==> src/rtl/ita_softmax_recip_div.sv <==
// Iterative radix-2 restoring divider: q = floor(2^DividendExp / divisor), saturated to OutWidth bits.
// One quotient bit per cycle, MSB first, with a valid/ready handshake on both sides.
//
// state | meaning
// IDLE  | waiting for a divisor, ready_o high
// CALC  | producing one quotient bit per cycle
// DONE  | quotient valid, waiting for ready_i
module ita_softmax_recip_div #(
    parameter int unsigned InWidth     = 24,
    parameter int unsigned OutWidth    = 16,
    parameter int unsigned DividendExp = 16
) (
    input  logic                clk_i,
    input  logic                rst_ni,
    input  logic                clear_i,
    input  logic [InWidth-1:0]  div_inp_i,
    input  logic                valid_i,
    output logic                ready_o,
    output logic [OutWidth-1:0] div_oup_o,
    output logic                valid_o,
    input  logic                ready_i,
    output logic                busy_o
);

    localparam int unsigned CntW = (OutWidth > 1) ? $clog2(OutWidth) : 1;

    localparam logic [1:0] StIdle = 2'd0;
    localparam logic [1:0] StCalc = 2'd1;
    localparam logic [1:0] StDone = 2'd2;

    // Dividend bits above the quotient window seed the remainder; any divisor
    // not larger than this seed would need more than OutWidth quotient bits.
    localparam logic [InWidth-1:0] RemInit =
        InWidth'((64'(1) << DividendExp) >> OutWidth);
    localparam logic [OutWidth-1:0] DivLow =
        (DividendExp < OutWidth) ? (OutWidth'(1) << DividendExp) : '0;

    logic [1:0]          state_q;
    logic [InWidth-1:0]  divisor_q;
    logic [InWidth-1:0]  rem_q;
    logic [OutWidth-1:0] quot_q;
    logic [CntW-1:0]     cnt_q;

    logic [InWidth:0]    rem_shift;
    logic                sub_ok;
    logic [InWidth-1:0]  rem_next;

    // The remainder always stays below the divisor, so InWidth bits hold it
    // and the shifted value needs just one extra bit.
    always_comb begin
        rem_shift = {rem_q, DivLow[cnt_q]};
        sub_ok    = (rem_shift >= {1'b0, divisor_q});
        rem_next  = sub_ok ? InWidth'(rem_shift - {1'b0, divisor_q})
                           : rem_shift[InWidth-1:0];
    end

    always_ff @(posedge clk_i or negedge rst_ni) begin
        if (!rst_ni) begin
            state_q   <= StIdle;
            divisor_q <= '0;
            rem_q     <= '0;
            quot_q    <= '0;
            cnt_q     <= '0;
        end else if (clear_i) begin
            state_q   <= StIdle;
            divisor_q <= '0;
            rem_q     <= '0;
            quot_q    <= '0;
            cnt_q     <= '0;
        end else begin
            case (state_q)
                StIdle: begin
                    if (valid_i) begin
                        divisor_q <= div_inp_i;
                        cnt_q     <= CntW'(OutWidth - 1);
                        if (div_inp_i == '0 || div_inp_i <= RemInit) begin
                            quot_q  <= '1;
                            rem_q   <= '0;
                            state_q <= StDone;
                        end else begin
                            quot_q  <= '0;
                            rem_q   <= RemInit;
                            state_q <= StCalc;
                        end
                    end
                end
                StCalc: begin
                    rem_q         <= rem_next;
                    quot_q[cnt_q] <= sub_ok;
                    if (cnt_q == '0) begin
                        state_q <= StDone;
                    end else begin
                        cnt_q <= cnt_q - 1'b1;
                    end
                end
                StDone: begin
                    if (ready_i) begin
                        state_q <= StIdle;
                    end
                end
                default: state_q <= StIdle;
            endcase
        end
    end

    assign ready_o   = (state_q == StIdle);
    assign valid_o   = (state_q == StDone);
    assign busy_o    = (state_q != StIdle);
    assign div_oup_o = quot_q;

endmodule

==> config.mk <==
export PLATFORM = sky130hd
export DESIGN_NAME = ita_softmax_recip_div
export DESIGN_NICKNAME = d
export VERILOG_FILES = /design/src/rtl/ita_softmax_recip_div.sv
export SDC_FILE = /design/constraint.sdc
export NUM_CORES = 1
export LEC_CHECK = 0
export BUFFER_PORTS_ARGS = -buffer_cell sky130_fd_sc_hd__buf_4
export CAP_MARGIN = 10
export CORE_ASPECT_RATIO = 1.75
export CORE_MARGIN = 2
export CORE_UTILIZATION = 35
export CTS_BUF_LIST = sky130_fd_sc_hd__clkbuf_2
export DETAILED_ROUTE_END_ITERATION = 8
export GPL_TIMING_DRIVEN = 0
export PLACE_DENSITY = 0.6
export SLEW_MARGIN = 20
export SYNTH_ARGS = -nofsm -noshare
export SYNTH_HDL_FRONTEND = slang
export SYNTH_SLANG_ARGS = --single-unit
==> constraint.sdc <==
create_clock -name clk_i -period 4.5 [get_ports clk_i]
set_input_delay 0.225 -clock clk_i [delete_from_list [all_inputs] [get_ports clk_i]]
set_output_delay 0.225 -clock clk_i [all_outputs]
set_load 0.01 [all_outputs]
==> run summary, run 1 <==
Mapped Nets -> 560
Post-synth EDFFs -> 0
area taken by multi-input logic gates -> 2596 um^2
largest stage delay on the critical path -> 0.75 ns
critical path's top delay family -> simple AND/OR/NAND/NOR gates
GR Util met2 -> 38.31%
sequential area share after synthesis -> 38.12%
initial antenna violation count -> 1
layout cell share with drive strength beyond 1 -> 13.73%
Cell Chain, Critical Path -> dlygate4sd3_1, buf_4, nor4_1, nand4_1, nor2_1, a21oi_1, or3_1, a211oi_2, nand2_1, o311ai_1
Post-CTS Setup Bufs -> 0
Util after Layout -> 43.22%
setup TNS -> 0 ns
post-DP HPWL -> 10.27 mm
GPL Wtd Cong -> 0.8959
Detailed Route WL -> 13.85 mm
clock share of power -> 12.9%
slowest CP cell -> nor4_1
Worst Setup End Kind -> flop
#FFs+latches synth -> 70
Tmin final -> 3.307 ns
Synth Instances -> 501
clock skew -> 0.02750 ns
Initial Utilization -> 35.71%
Total GRT Usage -> 19.93%
I/O pin cnt -> 48
average size of a mapped cell -> 9.173 um^2
die width -> 90.62 um
area grow syn2layout -> 21.02%
Buf/Inv on CP -> 2
Slew Limit Fails -> 0
Worst Path Max Fanout -> 7
global route total overflow -> 0
routed wire length per instance -> 18.18 um
vias in the first global route -> 4439
Post-layout nets -> 644
first-pass GRT wire length -> 22.19 mm
combinational power share -> 63.0%
H-tree levels -> 3
# DRC -> 0
Worst Path Required -> 4.95 ns
CTS root buf -> clkbuf_2
met1 Use GR -> 20.30%
routed vias -> 4183
# hold bufs at CTS -> 26
max-cap violation count -> 0
die height -> 155.6 um
Worst-Skew Late Latency -> 0.56 ns
Port-buffer cells -> 47
CORE AREA -> 12870 um^2
VDD IR max -> 228.3 uV
Max Freq -> 302.4 MHz
fillers -> 1301
Switching Fraction -> 44.86%
clk sink count -> 70
CTS tree -> built
Final Hold Fails -> 0
Final setup viols -> 0
CTS clk-pin slew, worst paths -> 0.20 ns
asr flop ratio synth -> 100.0%
RSZ-0062 raised after global routing -> no
Top Usage Layer GRT -> met2
routed vias/inst -> 5.490
Slew Limit Headroom -> 36.83%
Int Power -> 1.883 mW
DIE AREA -> 14100 um^2
worst slack at placement -> 1.207 ns
Seq pwr share -> 24.0%
total CTS buffers -> 9
synthesized cell area -> 4596 um^2
drt first pass iters -> 6
clk buf depth -> 2
Worst Tran Pin Value -> 0.9476 ns
total power -> 3.415 mW
final setup margin -> 1.193 ns
status -> completed
register area -> 1752 um^2
Post-DRT Antenna Nets -> 0
synth warn -> 0
CP Launch Type -> primary input
Crit Path Class -> primary input to flop
Synth cell types -> 57
Leakage -> 2.583 nW
period utilization -> 73.48%
largest net degree at the start of global routing -> 71
met3 usage -> 2.754%
arrival time at the worst endpoint -> 3.76 ns
hold crit path type -> primary input to flop
1st-iter DRT viols -> 176
Hold Slack -> 0.06748 ns
std cell rows -> 55
cts repair resizes -> 0
power per cell area -> 614.0 nW/um^2
NetSw -> 1.532 mW
ys flop type -> dfrtp_1
-- kinds of logic (layout without fill, tap and decap cells) --
kind of cell | after synthesis | after routing | share of synthesized area [%]
xor gates and xnor gates | 18 | 18 | 3.430
muxes | 15 | 15 | 3.267
AOI/OAI and AO/OA | 188 | 188 | 28.37
buffers and inverters | 55 | 144 | 5.391
and+or+nand+nor | 125 | 125 | 13.10
DFF | 70 | 70 | 38.12
adders and majority gates | 30 | 30 | 8.331
other | 0 | 1 | 0
-- registers in the layout, indices dropped and copies added, names as in the netlist --
signal and flops:
divisor_q 24, state_q 2, cnt_q 4, rem_q 24, div_oup_o 16
-- worst min-delay path, delay by kind of cell --
family	cells	cell delay [ns]
and+or+nand+nor	1	0.18
buffers and inverters	1	0.10
AOI/OAI and AO/OA	1	0.09
-- cell type report --
type / instances / area share, %
clock inverters: 6 / 1.552
clock buffers: 10 / 0.8999
diodes: 1 / 0.04499
flip-flops and latches: 70 / 31.50
multi-input cells: 376 / 46.68
well taps: 171 / 3.847
inverters: 31 / 2.092
repair buffers: 73 / 11.02
plain buffers: 24 / 2.362
-- synth_stat cells (all sizes together), types with 2 or more instances --
master / number / area share, %
xor2: 7 / 1.3
nand4: 6 / 0.82
inv: 31 / 2.5
and2: 3 / 0.41
nand2b: 7 / 0.95
a22o: 25 / 4.8
o211ai: 10 / 1.6
o221a: 2 / 0.49
or2: 3 / 0.41
ha: 29 / 7.9
o41ai: 2 / 0.79
mux2i: 15 / 3.3
and3: 2 / 0.27
nand3: 10 / 1.1
o21bai: 3 / 0.49
a21oi: 42 / 5.1
a31oi: 7 / 0.95
nor2: 27 / 2.2
a211oi: 4 / 0.76
nor2b: 9 / 1.2
nand2: 39 / 3.2
dfrtp: 70 / 38
nor3: 7 / 0.76
clkbuf: 18 / 1.5
buf: 6 / 1.4
o21a: 9 / 1.6
o311ai: 3 / 0.57
a31o: 2 / 0.38
o21ai: 53 / 5.8
xnor2: 11 / 2.1
a32oi: 8 / 1.5
o31a: 3 / 0.57
or3: 5 / 0.68
a21o: 6 / 0.98
nor4: 5 / 0.68
-- stage by stage --
stage | std cells | area (um^2)
floorplan | 501 | 4596
global placement | 719 | 5162
detailed placement | 719 | 5162
CTS | 761 | 5559
global route | 762 | 5562
finish | 762 | 5562
-- cells in the final DEF (no fill, tap or decap), drive strengths merged, types with 4 or more instances in the layout --
cell / synthesis / routed
a21oi: 42 / 42
nor2: 27 / 27
nor4: 5 / 5
nor3: 7 / 7
o211ai: 10 / 10
a32oi: 8 / 8
nand3: 10 / 10
dfrtp: 70 / 70
inv: 31 / 31
a31oi: 7 / 7
dlygate4sd3: 0 / 26
clkbuf: 18 / 28
buf: 6 / 53
xnor2: 11 / 11
nand2: 39 / 39
xor2: 7 / 7
ha: 29 / 29
nand4: 6 / 6
nor2b: 9 / 9
o21ai: 53 / 53
a211oi: 4 / 4
mux2i: 15 / 15
nand2b: 7 / 7
a22o: 25 / 25
o21a: 9 / 9
a21o: 6 / 6
or3: 5 / 5
-- power groups by stage --
stage | Clock [mW] | Sequential, mW | Combinational, mW
floorplan | 0 | 0.815 | 1.63
global placement | 0 | 0.825 | 2.09
detailed placement | 0 | 0.828 | 2.11
CTS | 0.450 | 0.817 | 2.15
global route | 0.480 | 0.832 | 2.35
finish | 0.442 | 0.821 | 2.15
-- final timing paths --
kind	cells after the start	from	to	slack [ns]
worst max-delay path	10	div_inp_i[1]	div_oup_o[1]	1.19
worst min-delay path	3	clear_i	state_q[1]	0.07
worst max register to register	9	rem_q[6]	div_oup_o[1]	1.54
worst min register to register	1	divisor_q[6]	divisor_q[6]	0.54
max in group asynchronous	2	rst_ni	state_q[1]	3.56
min in group asynchronous	2	rst_ni	rem_q[10]	0.30
-- routing by layer --
layer,vias up,wire (um)
met5,-,0
met3,47,399
li1,2007,-
met4,0,597
met1,1999,5114
met2,130,7741
(Power assumes the default switching activity.)
==> run 2: changes to the inputs <==
==> constraint.sdc (replaced) <==
create_clock -name clk_i -period 3.4 [get_ports clk_i]
set_input_delay 0.17 -clock clk_i [delete_from_list [all_inputs] [get_ports clk_i]]
set_output_delay 0.17 -clock clk_i [all_outputs]
set_load 0.01 [all_outputs]
==> run summary, run 2 (synthesis results as in run 1) <==
most frequent cells in the layout -> dfrtp_1, buf_4, a21oi_1, nand2_1, inv_1
status -> completed
largest net degree at the start of global routing -> 71
Worst-Skew Late Latency -> 0.56 ns
Worst Setup End Kind -> flop
Max Freq -> 308.0 MHz
Final setup viols -> 0
die height -> 155.6 um
std cell rows -> 55
Detailed Route WL -> 13.84 mm
Final Hold Fails -> 0
global route total overflow -> 0
Slew Limit Headroom -> 36.98%
Initial Utilization -> 35.71%
Post-CTS Setup Bufs -> 0
CTS clk-pin slew, worst paths -> 0.21 ns
Leakage -> 2.590 nW
Top Usage Layer GRT -> met2
met3 usage -> 2.754%
CP Launch Type -> primary input
GPL Wtd Cong -> 0.8959
Worst Tran Pin Value -> 0.9453 ns
initial antenna violation count -> 1
I/O pin cnt -> 48
Util after Layout -> 43.30%
CTS root buf -> clkbuf_2
# DRC -> 0
met1 Use GR -> 20.30%
total power -> 4.519 mW
CTS tree -> built
final setup margin -> 0.1531 ns
Setup crit start -> div_inp_i[1]
period utilization -> 95.50%
GR Util met2 -> 38.38%
Post-layout nets -> 645
arrival time at the worst endpoint -> 3.70 ns
vias in the first global route -> 4451
commonest non-fill, non-tap cell in the layout -> dfrtp_1
fillers -> 1303
clk sink count -> 70
Reg-to-Reg Start -> rem_q[6]
setup TNS -> 0 ns
drt first pass iters -> 5
power per cell area -> 811.1 nW/um^2
layout cell share with drive strength beyond 1 -> 13.71%
routed vias -> 4182
final instance area -> 5572 um^2
post-DP HPWL -> 10.27 mm
H-tree levels -> 3
CORE AREA -> 12870 um^2
HP Start -> valid_i
area grow syn2layout -> 21.24%
Slew Limit Fails -> 0
Total GRT Usage -> 19.95%
first-pass GRT wire length -> 22.22 mm
hold crit path type -> primary input to flop
Crit Path Class -> primary input to flop
worst slack at placement -> 0.1620 ns
max-cap violation count -> 0
RSZ-0062 raised after global routing -> no
VDD IR max -> 300.0 uV
clk buf depth -> 2
1st-iter DRT viols -> 177
Port-buffer cells -> 47
routed wire length per instance -> 18.13 um
Post-DP Area -> 5162 um^2
DIE AREA -> 14100 um^2
routed vias/inst -> 5.481
die width -> 90.62 um
Worst Path Max Fanout -> 7
Post-DRT Antenna Nets -> 0
Tmin final -> 3.247 ns
Worst Path Required -> 3.85 ns
clock skew -> 0.02207 ns
total CTS buffers -> 9
-- run 2: where the power goes --
group | switching (mW) | leakage (nW) | internal, mW
registers | 0.119 | 0.950 | 0.967
logic | 1.57 | 1.56 | 1.28
clock network | 0.339 | 0.0819 | 0.245
total | 2.03 | 2.59 | 2.49
-- run 2: critical path: stages --
cell and delay (ns):
dlygate4sd3_1 0.53, buf_4 0.14, nor4_1 0.74, nand4_1 0.38
nor2_1 0.23, a21oi_1 0.08, or3_1 0.38, a211oi_2 0.45
nand2_1 0.27, o311ai_1 0.30
-- run 2: area by class of cell --
type / instances / area [um^2] / area share, %
multi-input combinational: 376 / 2596 / 46.60
buffer: 24 / 131.4 / 2.358
clock buffer: 10 / 50.05 / 0.8983
antenna: 1 / 2.502 / 0.04491
clock inverter: 6 / 86.33 / 1.550
timing repair buffer: 74 / 623.1 / 11.18
inverter: 31 / 116.4 / 2.088
sequential: 70 / 1752 / 31.44
tap: 171 / 214.0 / 3.840
-- run 2: per-stage QoR --
step                std cells  hold slack [ns]
floorplan                 501          -0.1256
global placement          719           0.3579
detailed placement        719           0.3743
CTS                       762          0.04897
global route              763          0.09124
finish                    763          0.07366
-- run 2: layer usage --
layer  part of all wire (%)  wire (um)
met5                      0          0
met4                    3.9        539
met3                    3.1        433
met2                     56       7784
met1                     37       5078
-- run 2: timing repair --
item	4_1_cts	5_1_grt
setup endpoints to repair	0	0
resized for setup	0	0
hold endpoints to repair	95	0
hold buffers	27	0
-- run 2: worst paths after layout --
kind,end,slack [ns],cells past startpoint
min in group asynchronous,rem_q[10],0.25,2
worst min register to register,divisor_q[10],0.54,1
max in group asynchronous,state_q[1],2.52,2
worst max-delay path,div_oup_o[2],0.15,10
worst max register to register,div_oup_o[2],0.44,9
worst min-delay path,rem_q[0],0.07,5
